### src/rtl/imem_loader_pkg.sv
// imem_loader_pkg: FSM state encodings, byte-index width and byte-lane helper shared by the loader,
// its word packer and the fetch-side hold logic.
package imem_loader_pkg;
   typedef logic [2:0] state_t;
   localparam state_t ST_IDLE  = 3'd0;
   localparam state_t ST_LOAD  = 3'd1;
   localparam state_t ST_WRITE = 3'd2;
   localparam state_t ST_DONE  = 3'd3;
   localparam state_t ST_ERR   = 3'd4;
   localparam int BYTE_IDX_W = 2;
   // Big-endian lane: byte k of a word occupies bits [31-8k -: 8], i.e. lsb at 24-8k.
   function automatic logic [4:0] byte_lsb(input logic [BYTE_IDX_W-1:0] k);
      return 5'd24 - {k, 3'b000};
   endfunction
endpackage

### src/rtl/imem_word_packer.sv
// imem_word_packer: packs accepted bytes big-endian into a 32-bit word.
//   clk, rst   clock, asynchronous active-high reset
//   clr        zero the pack register and byte index (wins over load_byte)
//   load_byte  byte_in is accepted this cycle
//   byte_in    stream byte
//   word       packed word including the byte accepted this cycle
//   word_full  the byte accepted this cycle completes the word
module imem_word_packer
   import imem_loader_pkg::*;
(
   input  logic        clk,
   input  logic        rst,
   input  logic        clr,
   input  logic        load_byte,
   input  logic [7:0]  byte_in,
   output logic [31:0] word,
   output logic        word_full
);
   logic [BYTE_IDX_W-1:0] idx;
   logic [31:0]           pack_q;
   // Unfilled lanes are always zero, so OR-ing the new byte in is enough.
   assign word      = load_byte ? (pack_q | ({24'h0, byte_in} << byte_lsb(idx))) : pack_q;
   assign word_full = idx == '1;
   always_ff @(posedge clk or posedge rst) begin
      if (rst) begin
         idx    <= '0;
         pack_q <= '0;
      end else if (clr) begin
         idx    <= '0;
         pack_q <= '0;
      end else if (load_byte) begin
         idx    <= idx + 1'b1;
         pack_q <= word;
      end
   end
endmodule

### src/rtl/imem_loader.sv
// imem_loader: streams bytes into instruction memory as big-endian 32-bit words, holding the CPU while loading.
//   clk, rst                          clock, asynchronous active-high reset
//   start                             begin a new load (honoured in IDLE/DONE/ERR)
//   byte_in, byte_valid, byte_last    byte stream, byte_ready is the registered accept side
//   imem_we, imem_addr, imem_wdata    one-cycle word write; address/data hold when idle
//   cpu_hold                          low only once a load has completed
//   done, error                       load complete / overflow abort levels
//   word_count                        words written in the current or last load
module imem_loader
   import imem_loader_pkg::*;
#(
   parameter int ADDR_WIDTH = 7,
   parameter int BASE_ADDR  = 0,
   parameter int MAX_WORDS  = 128
) (
   input  logic                  clk,
   input  logic                  rst,
   input  logic                  start,
   input  logic [7:0]            byte_in,
   input  logic                  byte_valid,
   input  logic                  byte_last,
   output logic                  byte_ready,
   output logic                  imem_we,
   output logic [ADDR_WIDTH-1:0] imem_addr,
   output logic [31:0]           imem_wdata,
   output logic                  cpu_hold,
   output logic                  done,
   output logic                  error,
   output logic [ADDR_WIDTH:0]   word_count
);
   localparam logic [ADDR_WIDTH-1:0] BASE_A = ADDR_WIDTH'(BASE_ADDR);
   localparam logic [ADDR_WIDTH:0]   MAX_W  = (ADDR_WIDTH + 1)'(MAX_WORDS);
   state_t      state, state_nxt;
   logic        last_q, accept, ovf, restart, clr, load_byte, word_full;
   logic [31:0] word;
   assign accept    = byte_valid & byte_ready;
   assign ovf       = word_count == MAX_W;
   assign restart   = start & (state == ST_IDLE || state == ST_DONE || state == ST_ERR);
   // The overflowing byte is dropped and never reaches the packer.
   assign load_byte = accept & ~ovf;
   assign clr       = restart | (state == ST_WRITE);
   imem_word_packer u_packer (
      .clk       (clk),
      .rst       (rst),
      .clr       (clr),
      .load_byte (load_byte),
      .byte_in   (byte_in),
      .word      (word),
      .word_full (word_full)
   );
   always_comb begin
      state_nxt = restart                        ? ST_LOAD :
                  (state == ST_LOAD && accept)   ? (ovf ? ST_ERR : (word_full | byte_last) ? ST_WRITE : ST_LOAD) :
                  (state == ST_WRITE)            ? (last_q ? ST_DONE : ST_LOAD) :
                  (state > ST_ERR)               ? ST_IDLE : state;
   end
   // Every status output is registered from the next state so it is valid for the whole state cycle.
   always_ff @(posedge clk or posedge rst) begin
      if (rst) begin
         state      <= ST_IDLE;
         byte_ready <= 1'b0;
         imem_we    <= 1'b0;
         imem_addr  <= '0;
         imem_wdata <= '0;
         cpu_hold   <= 1'b1;
         done       <= 1'b0;
         error      <= 1'b0;
         word_count <= '0;
         last_q     <= 1'b0;
      end else begin
         state      <= state_nxt;
         byte_ready <= state_nxt == ST_LOAD;
         imem_we    <= state_nxt == ST_WRITE;
         cpu_hold   <= state_nxt != ST_DONE;
         done       <= state_nxt == ST_DONE;
         error      <= state_nxt == ST_ERR;
         if (state_nxt == ST_WRITE) begin
            imem_addr  <= BASE_A + word_count[ADDR_WIDTH-1:0];
            imem_wdata <= word;
            last_q     <= byte_last;
         end
         word_count <= restart ? '0 : (state == ST_WRITE) ? word_count + 1'b1 : word_count;
      end
   end
endmodule
### config.mk
export PLATFORM = sky130hd
export DESIGN_NAME = imem_loader
export DESIGN_NICKNAME = d
export VERILOG_FILES = /design/src/rtl/imem_loader_pkg.sv /design/src/rtl/imem_word_packer.sv /design/src/rtl/imem_loader.sv
export SDC_FILE = /design/constraint.sdc
export NUM_CORES = 1
export LEC_CHECK = 0
export ABC_AREA = 1
export CORE_UTILIZATION = 58
export DETAILED_ROUTE_END_ITERATION = 8
export PLACE_DENSITY = 0.85
export SYNTH_ARGS = -nofsm -noshare
export SYNTH_HDL_FRONTEND = slang
export SYNTH_HIERARCHICAL = 1
export SYNTH_SLANG_ARGS = --single-unit
### constraint.sdc
create_clock -name clk -period 2.5 [get_ports clk]
set_input_delay 0.5 -clock clk [delete_from_list [all_inputs] [get_ports clk]]
set_output_delay 0.5 -clock clk [all_outputs]
set_load 0.05 [all_outputs]
; Word level (Yosys, flattened, before mapping)
; Index checks and enable logic that the tools add are counted.
; W data, S select, Z words.
[word_totals]
out_inout_bits = 52
word_cells = 55
register_bits = 90
input_bits = 13
[classes]
n_eq_ne = 11
n_lt_le_gt_ge = 1
reduce_logical = 6
shifts = 1
bitwise = 7
addsub = 3
n_mux = 14
[ops]
columns = operator, n
row1 = $mux W32, 3
row2 = $or A32 B32 Y32, 1
row3 = $shl A8 B5 Y32, 1
row4 = $mux W8, 2
row5 = $mux W3, 5
row6 = $eq A3 B2 Y1 const B, 4
row7 = $add A8 B1 Y8 const B, 1
row8 = $eq A8 B8 Y1 const B, 1
row9 = $mux W2, 4
row10 = $eq A3 B1 Y1 const B, 2
row11 = $eq A3 B3 Y1 const B, 2
row12 = $sub A5 B5 Y5 const A, 1
row13 = $reduce_bool A2 Y1, 2
row14 = $and A1 B1 Y1, 3
row15 = $gt A3 B3 Y1 const B, 1
row16 = $logic_not A3 Y1, 1
row17 = $ne A3 B2 Y1 const B, 1
row18 = $add A2 B1 Y2 const B, 1
row19 = $eq A2 B2 Y1 const B, 1
row20 = $logic_or A1 B1 Y1, 2
row21 = $or A1 B1 Y1, 2
row22 = $logic_and A1 B1 Y1, 1
row23 = $not A1 Y1, 1

; Longest topological paths before layout
[depth]
ltp_word = 7
depth_mapped = 12
ltp_nobuf = 11

; Cells and area by module
; Netlist, hierarchy kept.
[by_module_without_submodules]
columns = mod, cells_per_inst, area_per_inst_um2, n_inst, seq_area_each_um2
row1 = imem_loader, 280, 2477.4, 1, 1402.6
row2 = imem_word_packer, 213, 1694.1, 1, 850.8

; Worst setup path before layout
; OpenSTA, ideal clock, no wires.
[synth_timing]
path_type = register -> register
startpoint = reg word_count[0]
endpoint = reg imem_wdata[27]
required_ns = 2.435
synth_period_minus_slack_ns = 2.078
n_path_buf = 1
path_slack_ns = 0.422
t_arrival_ns = 2.013
setup_ns = 0.065
stages_incl_launch_ff = 13
path_cell_list = dfrtp_1 inv_1 ha_1 nand3_1 nor2_2 nor2_1 inv_2 nor2_4 buf_12 nand2_2 nand2_1 nand3_1 nand2_1
[synth_via]
elab_cells_between_ends = 8
classes_between = eq/ne (2) / mux (4) / bitwise (2)
[synth_lines]
columns = item, line_no
row1 = start: declaration, imem_loader.sv:29  ; output logic [ADDR_WIDTH:0] word_count
row2 = start signal: assignment, imem_loader.sv:82  ; word_count <= restart ? '0 : (state == ST_WRITE) ? word_count + 1'b1 : word_count;
row3 = $eq A8 B8 Y1, imem_loader.sv:37  ; assign ovf = word_count == MAX_W;
row4 = $not A1 Y1, imem_loader.sv:40  ; assign load_byte = accept & ~ovf;
row5 = $and A1 B1 Y1, imem_loader.sv:40
row6 = via load_byte, imem_loader.sv:34  ; logic last_q, accept, ovf, restart, clr, load_byte, word_full;
row7 = $mux W32, imem_word_packer.sv:22  ; assign word = load_byte ? (pack_q | ({24'h0, byte_in} << byte_lsb(idx))) : pack_q;
row8 = via word[27], imem_loader.sv:35  ; logic [31:0] word;
row9 = end signal: assignment, imem_loader.sv:79  ; imem_wdata <= word;
row10 = end: declaration, imem_loader.sv:25  ; output logic [31:0] imem_wdata,
; The timed path passes the listed nets, and every way through them passes these cells.
; A chain may end at the register's enable or synchronous reset.

; Worst setup path in the final report
[layout_timing]
startpoint = reg word_count[4]
endpoint = out word_count[4]
; No word-level cell between the ends.

==> impl_metrics.tcl <==
set metrics [dict create \
    status "finished, final reports clean" \
    final-setup-viol-count 0 \
    initial_utilization_pct 60.7 \
    cts_tree "yes" \
    syn_area_um2 4170 \
    multiInputGateArea_um2 1490 \
    synth-simple-area-share_pct 27.7 \
    synth-xor-area-share_pct 0.420 \
    hp-class "reg2reg" \
    path_buf_inv 1 \
    htree_levels 3 \
    synth_seq_cells 90 \
    pwr-share-clk_pct 16.7 \
    die_h_um 86.8 \
    muxShareOfSynthArea_pct 0 \
    syn_area_per_cell_um2 8.46 \
    wl_per_cell_um 13.9 \
    drv_cap 0 \
    yosysSeqAreaShare_pct 54.0 \
    synth_compound_area_share_pct 6.60 \
    drc 0 \
    synth_nets 509 \
    post_cts_buffers 0 \
    synth_cells 493 \
    die_width_um 86.8 \
    detail-route-antenna-nets 0 \
    gp_congestion 0.860 \
    power_mw 6.47 \
    path_clk_slew_ps 90 \
    antenna_cells 0 \
    cellLeakagePower_nw 2.70 \
    required_ps 2000 \
    fin_nets 572 \
    core-area_um2 6870 \
    area_growth_syn_to_layout_pct 21.7 \
    cpPeakStageDelay_ps 860 \
    slowest_stage "clkdlybuf4s50_1" \
    drt_iter0_drc 266 \
    fin_crit_ps 2230 \
    timing.fmax_mhz 449 \
    drt_wl_total_mm 9.16 \
    synth_async_sr_flop_share_pct 100 \
    p_sw_share_pct 45.9 \
    slew_headroom_pct 65.7 \
    finalSetupTns_ps 0 \
    cp-end-kind "primary output" \
    drive_above_1_share_pct 11.1 \
    dp_hpwl_mm 6.18 \
    ctsResizeCount 0 \
    path_delay_family "buffers and inverters" \
    arrival_ps 1730 \
    power_density_nw_per_um2 1270 \
    path_class "reg2out" \
    yosys_warnings 6 \
    register_area_um2 2250 \
    vias 3448 \
    fin_crit_sh_pct 89.0 \
    rows 30 \
    die_area_um2 7540 \
    port_buffers 64 \
    first_pass_iters 5 \
    seqPwrFrac_pct 33.3 \
    synth_adder_area_share_pct 0.900 \
    grt_usage_pct 26.9 \
    insertion_delay_ps 360 \
    crit_chain "clkdlybuf4s50_1" \
    layout_setup_ws_ps 274 \
    clock-sinks 90 \
    clk_path_buf_depth 2 \
    synth_edf_count 0 \
    post-place-ws_ps 200 \
    timing.final.hold_violations 0 \
    grt-ovfl-total 0 \
    ir_drop_uv 634 \
    synth_top_family_by_area "simple AND/OR/NAND/NOR gates" \
    cts-root-buf "clkbuf_8" \
    grt_pass1_wl_mm 15.3 \
    grt_max_degree 42 \
    synthFlopType "dfrtp_1" \
    worst-path-max-fanout 8 \
    final_max_slew_viol_count 0 \
    top_level_ports 65 \
    fill_cells 518 \
    cts_buffers 9 \
    vias_per_cell 5.25 \
    hold_buffers 0 \
    fin_skew_ps 9.92 \
    max_slew.worst_pin.slew_ps 513 \
    grt_pass1_vias 3472 \
    p_switching_mw 2.97 \
    cp-start-kind "flip-flop" \
    r2r_slack_ps 430 \
    comb_power_share_pct 50.0 \
    synth_cell_type_count 27 \
    rsz0062_at_grt "false" \
    antenna_found_initial 0 \
    p_int_mw 3.50 \
]
stage by stage:
step	util (%)	hold WS, ps	cell area (um2)	cells
after floorplan	-	444	4170	493
after global placement	70.7	456	4860	641
after detailed placement	70.7	462	4860	641
after CTS	73.9	482	5080	657
after global routing	73.9	501	5080	657
final	73.9	478	5080	657
path summary, 6_finish.rpt:
path	depth (start not counted)	startpoint	end
worst max-delay path	1	word_count[4]	word_count[4]
worst min-delay path	2	imem_wdata[0]	imem_wdata[0]
worst max register to register	11	word_count[0]	imem_wdata[14]
worst min register to register	2	imem_wdata[0]	imem_wdata[0]
max in group asynchronous	3	rst	cpu_hold
min in group asynchronous	2	rst	imem_addr[1]
registers in the layout (all words and copies together) (netlist names), 2 cells and up:
signal / count
u_packer/pack_q: 32
word_count: 8
imem_addr: 7
state: 3
u_packer/idx: 2
imem_wdata: 32
kinds of logic after synthesis:
family | count (synthesis)
and+or+nand+nor | 263
DFF | 90
buffers and inverters | 88
AOI/OAI and AO/OA | 47
adders and majority gates | 3
xor gates and xnor gates | 2
layout by cell type (no fill, tap or decap):
cell               n
nand3_1           49
nor2_2             4
a21boi_1           1
nor2_1            25
nor2_4             1
a21oi_1           29
nor2_8             2
nand2_8            1
buf_4              6
dfrtp_1           89
inv_2              6
nor3b_1            1
clkdlybuf4s50_1   64
clkbuf_8          10
buf_12             3
o21ai_0            6
nand2_1          164
nand4_1            2
clkbuf_1           1
clkinvlp_4         1
o21ai_1            1
bufinv_16          2
nor3_1             1
clkinv_2           2
dfstp_2            1
xnor2_1            2
inv_1             61
ha_1               3
nand2_2           13
a21oi_2           10
cell usage after synthesis, types with 3 or more instances:
cell type	count	area (um2)
a21oi_1	29	145
a21oi_2	10	87.6
buf_2	4	20.0
buf_4	7	52.6
buf_6	7	78.8
dfrtp_1	89	2230
ha_1	3	37.5
inv_1	62	233
inv_2	5	18.8
nand2_1	164	616
nand2_2	13	81.3
nand3_1	49	245
nor2_1	25	93.8
nor2_2	4	25.0
o21ai_0	6	30.0
area by class of cell:
cell class	instances	area share, %
Timing Repair Buffer	73	14.7
Clock buffer	11	2.78
Inverter	67	4.95
Sequential cell	90	44.4
Clock inverter	5	1.53
Multi-Input combinational cell	315	29.3
Tap cell	96	2.37
metal layers:
layer	track usage (%)	up-vias	wire, um
met1	32.6	1647	3930
met2	44.2	130	4490
met4	18.0	0	309
li1	-	1637	-
met3	4.57	34	429
met5	0	-	0
power groups by stage:
stage                     Clock, mW  Combinational [mW]  Sequential (mW)
after global placement            0                3.14             2.17
final                          1.08                3.23             2.16
after detailed placement          0                3.21             2.18
after floorplan                   0                1.47             3.07
after CTS                      1.10                3.24             2.16
after global routing           1.16                3.47             2.20
No activity file was read; power rests on OpenSTA's default activity.
